File: src/rtl/float_to_fixed_seq.sv
// Multi-cycle IEEE-754 single to signed fixed-point converter.
// The magnitude is aligned one bit per cycle; results truncate toward zero and saturate.
module float_to_fixed_seq #(
  parameter int unsigned POS_W     = 5,
  parameter logic [31:0] NAN_VALUE = 32'h0000_0000
) (
  input  logic             clk,
  input  logic             rst,
  input  logic             in_valid,
  output logic             in_ready,
  input  logic [31:0]      floatin,
  input  logic [POS_W-1:0] fixpointpos,
  output logic             out_valid,
  input  logic             out_ready,
  output logic [31:0]      result,
  output logic             overflow,
  output logic             invalid
);

  localparam logic [1:0] StIdle  = 2'd0;
  localparam logic [1:0] StShift = 2'd1;
  localparam logic [1:0] StFix   = 2'd2;
  localparam logic [1:0] StDone  = 2'd3;

  localparam logic [31:0] SatPos = 32'h7FFF_FFFF;
  localparam logic [31:0] SatNeg = 32'h8000_0000;

  logic [1:0]         state_q, state_d;
  logic [31:0]        mag_q, mag_d;
  logic signed [10:0] cnt_q, cnt_d;
  logic               sign_q, sign_d;
  logic [31:0]        result_q, result_d;
  logic               overflow_q, overflow_d;
  logic               invalid_q, invalid_d;

  logic [7:0]         exp_w;
  logic [22:0]        mant_w;
  logic [23:0]        m_w;
  logic signed [10:0] k_w;
  logic               accept_w;

  assign exp_w  = floatin[30:23];
  assign mant_w = floatin[22:0];
  assign m_w    = {1'b1, mant_w};
  // k = E - 127 + F - 23; range -150..+136 fits in 11 signed bits.
  assign k_w    = $signed(11'(exp_w) + 11'(fixpointpos) - 11'd150);

  assign in_ready  = (state_q == StIdle) && !rst;
  assign accept_w  = in_valid && in_ready;
  assign out_valid = (state_q == StDone);
  assign result    = result_q;
  assign overflow  = overflow_q;
  assign invalid   = invalid_q;

  always_comb begin
    state_d    = state_q;
    mag_d      = mag_q;
    cnt_d      = cnt_q;
    sign_d     = sign_q;
    result_d   = result_q;
    overflow_d = overflow_q;
    invalid_d  = invalid_q;

    case (state_q)
      StIdle: begin
        if (accept_w) begin
          sign_d     = floatin[31];
          result_d   = 32'h0;
          overflow_d = 1'b0;
          invalid_d  = 1'b0;
          state_d    = StDone;
          if (exp_w == 8'hFF) begin
            if (mant_w != 23'h0) begin
              result_d  = NAN_VALUE;
              invalid_d = 1'b1;
            end else begin
              result_d   = floatin[31] ? SatNeg : SatPos;
              overflow_d = 1'b1;
            end
          end else if (exp_w == 8'h00) begin
            result_d = 32'h0;
          end else if (k_w > 11'sd8) begin
            result_d   = floatin[31] ? SatNeg : SatPos;
            overflow_d = 1'b1;
          end else if (k_w < -11'sd23) begin
            result_d = 32'h0;
          end else begin
            mag_d   = {8'h00, m_w};
            cnt_d   = k_w;
            // Already aligned: skip the shift phase entirely.
            state_d = (k_w == 11'sd0) ? StFix : StShift;
          end
        end
      end

      StShift: begin
        if (cnt_q == 11'sd0) begin
          state_d = StFix;
        end else if (cnt_q > 11'sd0) begin
          mag_d = mag_q << 1;
          cnt_d = cnt_q - 11'sd1;
          if (cnt_q == 11'sd1) state_d = StFix;
        end else begin
          mag_d = mag_q >> 1;
          cnt_d = cnt_q + 11'sd1;
          if (cnt_q == -11'sd1) state_d = StFix;
        end
      end

      StFix: begin
        state_d = StDone;
        if (!sign_q && mag_q[31]) begin
          result_d   = SatPos;
          overflow_d = 1'b1;
        end else if (sign_q && (mag_q == SatNeg)) begin
          result_d   = SatNeg;
          overflow_d = 1'b0;
        end else if (sign_q && mag_q[31]) begin
          result_d   = SatNeg;
          overflow_d = 1'b1;
        end else begin
          result_d = sign_q ? (~mag_q + 32'd1) : mag_q;
        end
      end

      StDone: begin
        if (out_ready) state_d = StIdle;
      end

      default: state_d = StIdle;
    endcase
  end

  always_ff @(posedge clk or posedge rst) begin
    if (rst) begin
      state_q    <= StIdle;
      mag_q      <= 32'h0;
      cnt_q      <= 11'sd0;
      sign_q     <= 1'b0;
      result_q   <= 32'h0;
      overflow_q <= 1'b0;
      invalid_q  <= 1'b0;
    end else begin
      state_q    <= state_d;
      mag_q      <= mag_d;
      cnt_q      <= cnt_d;
      sign_q     <= sign_d;
      result_q   <= result_d;
      overflow_q <= overflow_d;
      invalid_q  <= invalid_d;
    end
  end

endmodule

File: config.mk
export PLATFORM = sky130hd
export DESIGN_NAME = float_to_fixed_seq
export DESIGN_NICKNAME = d
export VERILOG_FILES = /design/src/rtl/float_to_fixed_seq.sv
export SDC_FILE = /design/constraint.sdc
export NUM_CORES = 1
export LEC_CHECK = 0
export CORE_AREA = 4 4 122 101
export CTS_CLUSTER_DIAMETER = 150
export DETAILED_ROUTE_END_ITERATION = 12
export DIE_AREA = 0 0 126 105
export PLACE_DENSITY = 0.82
export SYNTH_ARGS = -nofsm -noshare
export SYNTH_HDL_FRONTEND = slang
export SYNTH_SLANG_ARGS = --single-unit
File: constraint.sdc
create_clock -name clk -period 3.4 [get_ports clk]
set_input_delay 1.02 -clock clk [delete_from_list [all_inputs] [get_ports clk]]
set_output_delay 1.02 -clock clk [all_outputs]
set_load 0.02 [all_outputs]
==> results of run 1 <==
final timing paths:
path | to | slack (ns) | cells after the start
hold reg to reg | result[22]$_DFFE_PP0P_ | 0.49 | 1
setup reg to reg | result[25]$_DFFE_PP0P_ | 0.59 | 7
min in group asynchronous | result[31]$_DFFE_PP0P_ | 1.12 | 2
max in group asynchronous | cnt_q[1]$_DFFE_PP0P_ | 1.58 | 3
hold / removal | result[22]$_DFFE_PP0P_ | 0.49 | 1
setup / recovery | mag_q[28]$_DFFE_PP0P_ | -0.52 | 11
worst reg2reg max path, cell delays in order, from the launching register on:
cell,delay [ns]
dfrtp_1,0.51
nor4_1,0.65
nand4_1,0.27
or2_1,0.36
or4_1,0.44
mux2i_1,0.16
o22ai_1,0.09
or2_1,0.23
cell type report:
| type | count | area share |
|---|---|---|
| clock inverter | 6 | 0.008833 |
| sequential | 80 | 0.2524 |
| inverter | 32 | 0.01735 |
| clock buffer | 10 | 0.02886 |
| timing repair buffer | 148 | 0.1820 |
| tap | 148 | 0.02334 |
| multi-input combinational | 554 | 0.4872 |
what timing repair did:
action                                  4_1_cts  5_1_grt
pin swaps                                    16       14
gates cloned                                  2        3
resized for setup                            43       22
endpoints found under the setup margin       78       79
buffers inserted                              7        7
cells in the mapped netlist, types with 4 or more instances:
library cell | count | area [µm²]
mux2i_1 | 10 | 100.1
nand3_1 | 15 | 75.07
mux2_4 | 29 | 435.4
nand2_1 | 90 | 337.8
o2111ai_1 | 4 | 35.03
buf_6 | 4 | 45.04
xor2_1 | 5 | 43.79
o22a_1 | 5 | 43.79
a31oi_1 | 31 | 193.9
a221o_1 | 13 | 130.1
a21oi_1 | 40 | 200.2
nor4_1 | 14 | 87.58
dfrtp_1 | 80 | 2002
inv_1 | 31 | 116.4
and3_1 | 6 | 37.54
a21o_1 | 5 | 37.54
o21ai_0 | 28 | 140.1
nor3_1 | 14 | 70.07
and2_1 | 5 | 31.28
or2_1 | 5 | 31.28
o22ai_1 | 14 | 87.58
clkbuf_1 | 46 | 172.7
ha_1 | 21 | 262.8
a211o_1 | 9 | 78.83
o31ai_1 | 6 | 45.04
nand4_1 | 8 | 50.05
nor2_1 | 93 | 349.1
or3_1 | 8 | 50.05
a221oi_1 | 8 | 70.07
per-layer routing:
metal | global-route usage | up-vias | share of wire
li1 | - | 2864 | -
met3 | 0.06592 | 72 | 0.10
met1 | 0.3826 | 3035 | 0.40
met4 | 0.1018 | 0 | 0.035
met5 | 0 | - | 0
met2 | 0.4518 | 444 | 0.46
flip-flops by register name (all words and copies together) (netlist names):
name      flops
invalid       1
result       32
cnt_q        11
sign_q        1
mag_q        32
overflow      1
state_q       2
power by group:
group	internal (mW)	switching, mW
clock network	0.573	0.414
logic	1.93	2.27
registers	1.35	0.535
per-stage QoR:
stage	cell area (µm²)	hold slack (ns)	total power, mW	std cells	worst slack [ns]
after floorplan	6071	0.4999	4.470	722	-0.4501
after global placement	7232	0.4744	5.464	949	-1.124
after detailed placement	7232	0.4749	5.614	949	-1.265
after CTS	7740	0.4902	6.784	971	-0.4746
after global routing	7933	0.4950	7.477	978	-0.5311
final	7933	0.4875	7.072	978	-0.5216
logic make-up after synthesis:
kind of cell,count (synthesis)
AO/OA/AOI/OAI,203
XOR/XNOR,8
adder cells (fa/ha/maj),22
buffers and inverters,88
flip-flops,80
multiplexers,41
AND/OR/NAND/NOR,280
==> results.py, run 1 <==
metrics = {
    "status": {
        "status": "finished with violations",
        "violations": "negative setup slack",
    },
    "logic_synthesis": {
        "synthSimpleGateAreaFrac": 0.2153,
        "postSynth.asyncResetShare": 1.000,
        "synth-compound-area-share": 0.2356,
        "postSynthAreaPerCell_um2": 8.266,
        "synth_top_family_by_area": "compound AO/OA/AOI/OAI gates",
        "synth_ff_type": "dfrtp_1",
        "synth_fa_ha_area_frac": 0.04738,
        "syn-cell-area_um2": 5968,
        "synth_edf_count": 0,
        "syn_inst": 722,
        "synth_cell_types": 69,
        "syn_nets": 785,
        "synth_xor_area_frac": 0.01174,
        "ys_ff_latch": 80,
        "ys_seq_area_frac": 0.3354,
        "synthMuxAreaShare": 0.09350,
        "yosysWarnings": 0,
    },
    "timing": {
        "period_share": 1.153,
        "skew_ns": 0.01038,
        "slew_violations": 0,
        "maxSlewHeadroom": 0.4721,
        "worst_slack_ns": -0.5216,
        "clock.fmax_mhz": 255.0,
        "rsz0062_at_grt": "yes",
        "fin_crit_ns": 3.922,
        "finalHoldViolCount": 0,
        "finalSetupTns_ns": -26.63,
        "final-setup-viol-count": 77,
        "tightest_slew_ns": 0.7918,
    },
    "drt": {
        "avgViaCountPerCell": 6.559,
        "via_count": 6415,
        "wl_per_cell_um": 19.96,
        "dr.first_iter.drc_count": 942,
        "ant_nets": 0,
        "route.detailed.drc": 0,
        "firstDrtPassIters": 6,
        "wl_um": 19520,
    },
    "global_route": {
        "grt_max_degree": 71,
        "grt_pass1_vias": 6048,
        "grt_pass1_wl_um": 30860,
        "grt_usage": 0.2853,
        "antenna_found_initial": 0,
        "grt_overflow": 0,
    },
    "clock_tree": {
        "clock_path_buffers": 2,
        "numCtsBuffers": 9,
        "cts_tree": "yes",
        "cts.clk_slew.worst_paths_ns": 0.07,
        "cts.htree.levels": 3,
        "cts_sinks": 80,
        "root_buffer": "clkbuf_16",
        "cts_hold_buf": 0,
        "clk_latency_ns": 0.34,
    },
    "finish": {
        "mostFrequentLayoutCells": "92 x nor2_1, 90 x nand2_1, 80 x dfrtp_1, 65 x clkdlybuf4s50_1, 62 x buf_4",
        "layout_commonest_cell": "nor2_1",
        "antenna_cells": 0,
        "ff_latch_area_um2": 2002,
        "layout-drive-gt1-share": 0.2000,
        "fillers": 834,
        "utilization": 0.7076,
        "area_delta_synth_final_pct": 32.91,
        "multi_input_area_um2": 3865,
        "nets": 888,
    },
    "critical_path": {
        "worstSetupPathType": "in -> reg",
        "cp_data_arrival_time_ns": 4.15,
        "critPathMaxFanout": 6,
        "regToRegStartpoint": "mag_q[14]$_DFFE_PP0P_",
        "cp-start-kind": "primary input",
        "critPathSlowestCell": "clkdlybuf4s50_1",
        "crit_path_max_incr_delay_ns": 0.49,
        "endpoint_kind": "register",
        "cp_top_family": "compound AO/OA/AOI/OAI gates",
        "cp_cell_sequence": "clkdlybuf4s50_1, inv_1, ha_1, o21a_1, or3_1, a222oi_1, o21ai_1, o32a_1, a21o_4, clkbuf_16, mux2_4",
        "required_ns": 3.63,
        "startpoint": "floatin[28]",
        "cp.buffers_inverters": 3,
    },
    "pwr": {
        "leakage_nw": 3.519,
        "vdd_drop_max_v": 0.0003920,
        "p_per_area_nw_per_um2": 891.5,
    },
    "run": {
        "maxCapViolCount": 0,
    },
    "floorplanning": {
        "fp.dieH_um": 105,
        "core_area_um2": 11210,
        "initial_core_util": 0.5324,
        "ioPinCount": 77,
        "rows": 35,
        "die_w_um": 126,
        "design.die.area_um2": 13230,
    },
    "placement": {
        "post-dp-hpwl_um": 13030,
        "io_buffers": 76,
        "gp_congestion": 0.9458,
    },
    "min_path": {
        "hp-start": "result[22]$_DFFE_PP0P_",
        "hp-class": "reg -> reg",
    },
}
Note: power is estimated with default switching activity, not from simulation.
==> run 2: changes to the inputs <==
--- a/config.mk
+++ b/config.mk
@@ -9,7 +9,7 @@
 export CTS_CLUSTER_DIAMETER = 150
 export DETAILED_ROUTE_END_ITERATION = 12
 export DIE_AREA = 0 0 126 105
-export PLACE_DENSITY = 0.82
+export PLACE_DENSITY_LB_ADDON = 0.08
 export SYNTH_ARGS = -nofsm -noshare
 export SYNTH_HDL_FRONTEND = slang
 export SYNTH_SLANG_ARGS = --single-unit
==> results.py, run 2 (synthesis results as in run 1) <==
metrics = {
    "timing": {
        "tightest_slew_ns": 0.7753,
        "period_share": 1.122,
        "worst_slack_ns": -0.4133,
        "clock.fmax_mhz": 262.2,
        "rsz0062_at_grt": "yes",
        "finalSetupTns_ns": -19.74,
        "slew_violations": 0,
        "finalHoldViolCount": 0,
        "skew_ns": 0.01266,
        "final-setup-viol-count": 76,
        "fin_crit_ns": 3.813,
        "fin_hold_ws_ns": 0.4840,
        "maxSlewHeadroom": 0.4831,
    },
    "run": {
        "maxCapViolCount": 0,
    },
    "critical_path": {
        "worstSetupPathType": "in -> reg",
        "critPathMaxFanout": 7,
        "cp_top_family": "compound AO/OA/AOI/OAI gates",
        "cp-start-kind": "primary input",
        "crit_path_max_incr_delay_ns": 0.39,
        "critPathMostFrequentCell": "ha_4",
        "cp.buffers_inverters": 4,
        "cp_data_arrival_time_ns": 4.03,
        "required_ns": 3.62,
        "endpoint_kind": "register",
        "critPathSlowestCell": "fa_2",
        "cp_cell_sequence": "buf_12, inv_12, ha_4, inv_4, ha_4, fa_2, and3_4, or3_4, a222oi_1, o21ai_1, o32a_1, a21o_4, clkbuf_16, mux2_4",
    },
    "drt": {
        "ant_nets": 0,
        "avgViaCountPerCell": 6.471,
        "via_count": 6348,
        "dr.first_iter.drc_count": 817,
        "firstDrtPassIters": 6,
        "wl_um": 19900,
        "wl_per_cell_um": 20.29,
        "route.detailed.drc": 0,
    },
    "clock_tree": {
        "clock_path_buffers": 2,
        "root_buffer": "clkbuf_16",
        "cts_tree": "yes",
        "cts.clk_slew.worst_paths_ns": 0.06,
        "cts_hold_buf": 0,
        "cts.htree.levels": 3,
        "numCtsBuffers": 9,
        "cts_sinks": 80,
        "clk_latency_ns": 0.34,
    },
    "status": {
        "status": "finished with violations",
        "violations": "negative setup slack",
    },
    "global_route": {
        "grt_max_degree": 71,
        "grt_usage": 0.2958,
        "grt_overflow": 0,
        "grt_pass1_vias": 6061,
        "grt_pass1_wl_um": 32100,
        "antenna_found_initial": 0,
    },
    "finish": {
        "nets": 893,
        "fillers": 887,
        "layout-drive-gt1-share": 0.2017,
        "area_delta_synth_final_pct": 33.96,
        "layout_commonest_cell": "nor2_1",
        "antenna_cells": 0,
        "mostFrequentLayoutCells": "92 x nor2_1, 90 x nand2_1, 80 x dfrtp_1, 65 x clkdlybuf4s50_1, 61 x buf_4",
        "utilization": 0.7132,
        "final_cells": 981,
    },
    "pwr": {
        "leakage_nw": 3.549,
        "p_per_area_nw_per_um2": 889.6,
        "vdd_drop_max_v": 0.0008488,
    },
    "floorplanning": {
        "die_w_um": 126,
        "core_area_um2": 11210,
        "design.die.area_um2": 13230,
        "rows": 35,
        "ioPinCount": 77,
        "fp.dieH_um": 105,
        "initial_core_util": 0.5324,
    },
    "placement": {
        "gp_congestion": 0.9998,
        "io_buffers": 76,
        "post-dp-hpwl_um": 13660,
        "place_inst": 948,
    },
    "min_path": {
        "hp-class": "reg -> reg",
    },
}
## run 2: power by group
group / internal (mW) / switching, mW / leakage [nW]
sequential: 1.35 / 0.583 / 1.00
clock: 0.600 / 0.391 / 0.143
combinational: 1.94 / 2.25 / 2.40
## run 2: final cells by class
class	count	area (µm²)	area share
flip-flops and latches	80	2002	0.2504
inverters	32	141.4	0.01768
repair buffers	153	1496	0.1872
well taps	148	185.2	0.02316
multi-input cells	554	3875	0.4847
clock inverters	3	42.54	0.005321
clock buffers	11	252.7	0.03161
## run 2: per-layer routing
metal,vias up,track usage,routed length (µm)
met5,-,0,0
met4,0,0.07044,336
met3,35,0.06030,1906
met2,367,0.4385,8755
met1,3083,0.4428,8904
li1,2863,-,-
## run 2: per-stage QoR
step	instance area (µm²)	power, mW	worst slack, ns
after CTS	7836	6.878	-0.4473
after floorplan	6071	4.470	-0.4501
after global placement	7226	5.564	-1.101
after detailed placement	7226	5.671	-1.178
final	7995	7.113	-0.4133
after global routing	7995	7.558	-0.4986
## run 2: repair_timing
item                       4_1_cts  5_1_grt
setup endpoints to repair       78       79
buffers inserted                13        5
pin swaps                       29       18
cloned                           2        5
resized for setup               56       18
## run 2: path summary, 6_finish.rpt
path	slack (ns)	depth (start not counted)	startpoint	to
max	-0.41	14	floatin[24]	mag_q[12]$_DFFE_PP0P_
min	0.48	2	invalid$_DFFE_PP0P_	invalid$_DFFE_PP0P_
max reg2reg	0.68	8	cnt_q[0]$_DFFE_PP0P_	mag_q[16]$_DFFE_PP0P_
min reg2reg	0.48	2	invalid$_DFFE_PP0P_	invalid$_DFFE_PP0P_
max in group asynchronous	1.62	3	rst	result[17]$_DFFE_PP0P_
min in group asynchronous	1.14	2	rst	cnt_q[5]$_DFFE_PP0P_
## run 2: worst register-to-register path, cell delays in order (launching register included)
cell and delay (ns):
dfrtp_1 0.49, inv_1 0.12, ha_1 0.23, nor3b_1 0.30, nand3_1 0.19, o31ai_1 0.43
a21o_4 0.30, buf_6 0.19, mux2_2 0.34
==> run 3: changes to the inputs <==
--- a/config.mk
+++ b/config.mk
@@ -10,6 +10,7 @@
 export DETAILED_ROUTE_END_ITERATION = 12
 export DIE_AREA = 0 0 126 105
 export PLACE_DENSITY_LB_ADDON = 0.08
+export SLEW_MARGIN = 20
 export SYNTH_ARGS = -nofsm -noshare
 export SYNTH_HDL_FRONTEND = slang
 export SYNTH_SLANG_ARGS = --single-unit
==> results of run 3 <==
Final layout, timing and power as in run 2 (identical DEF).
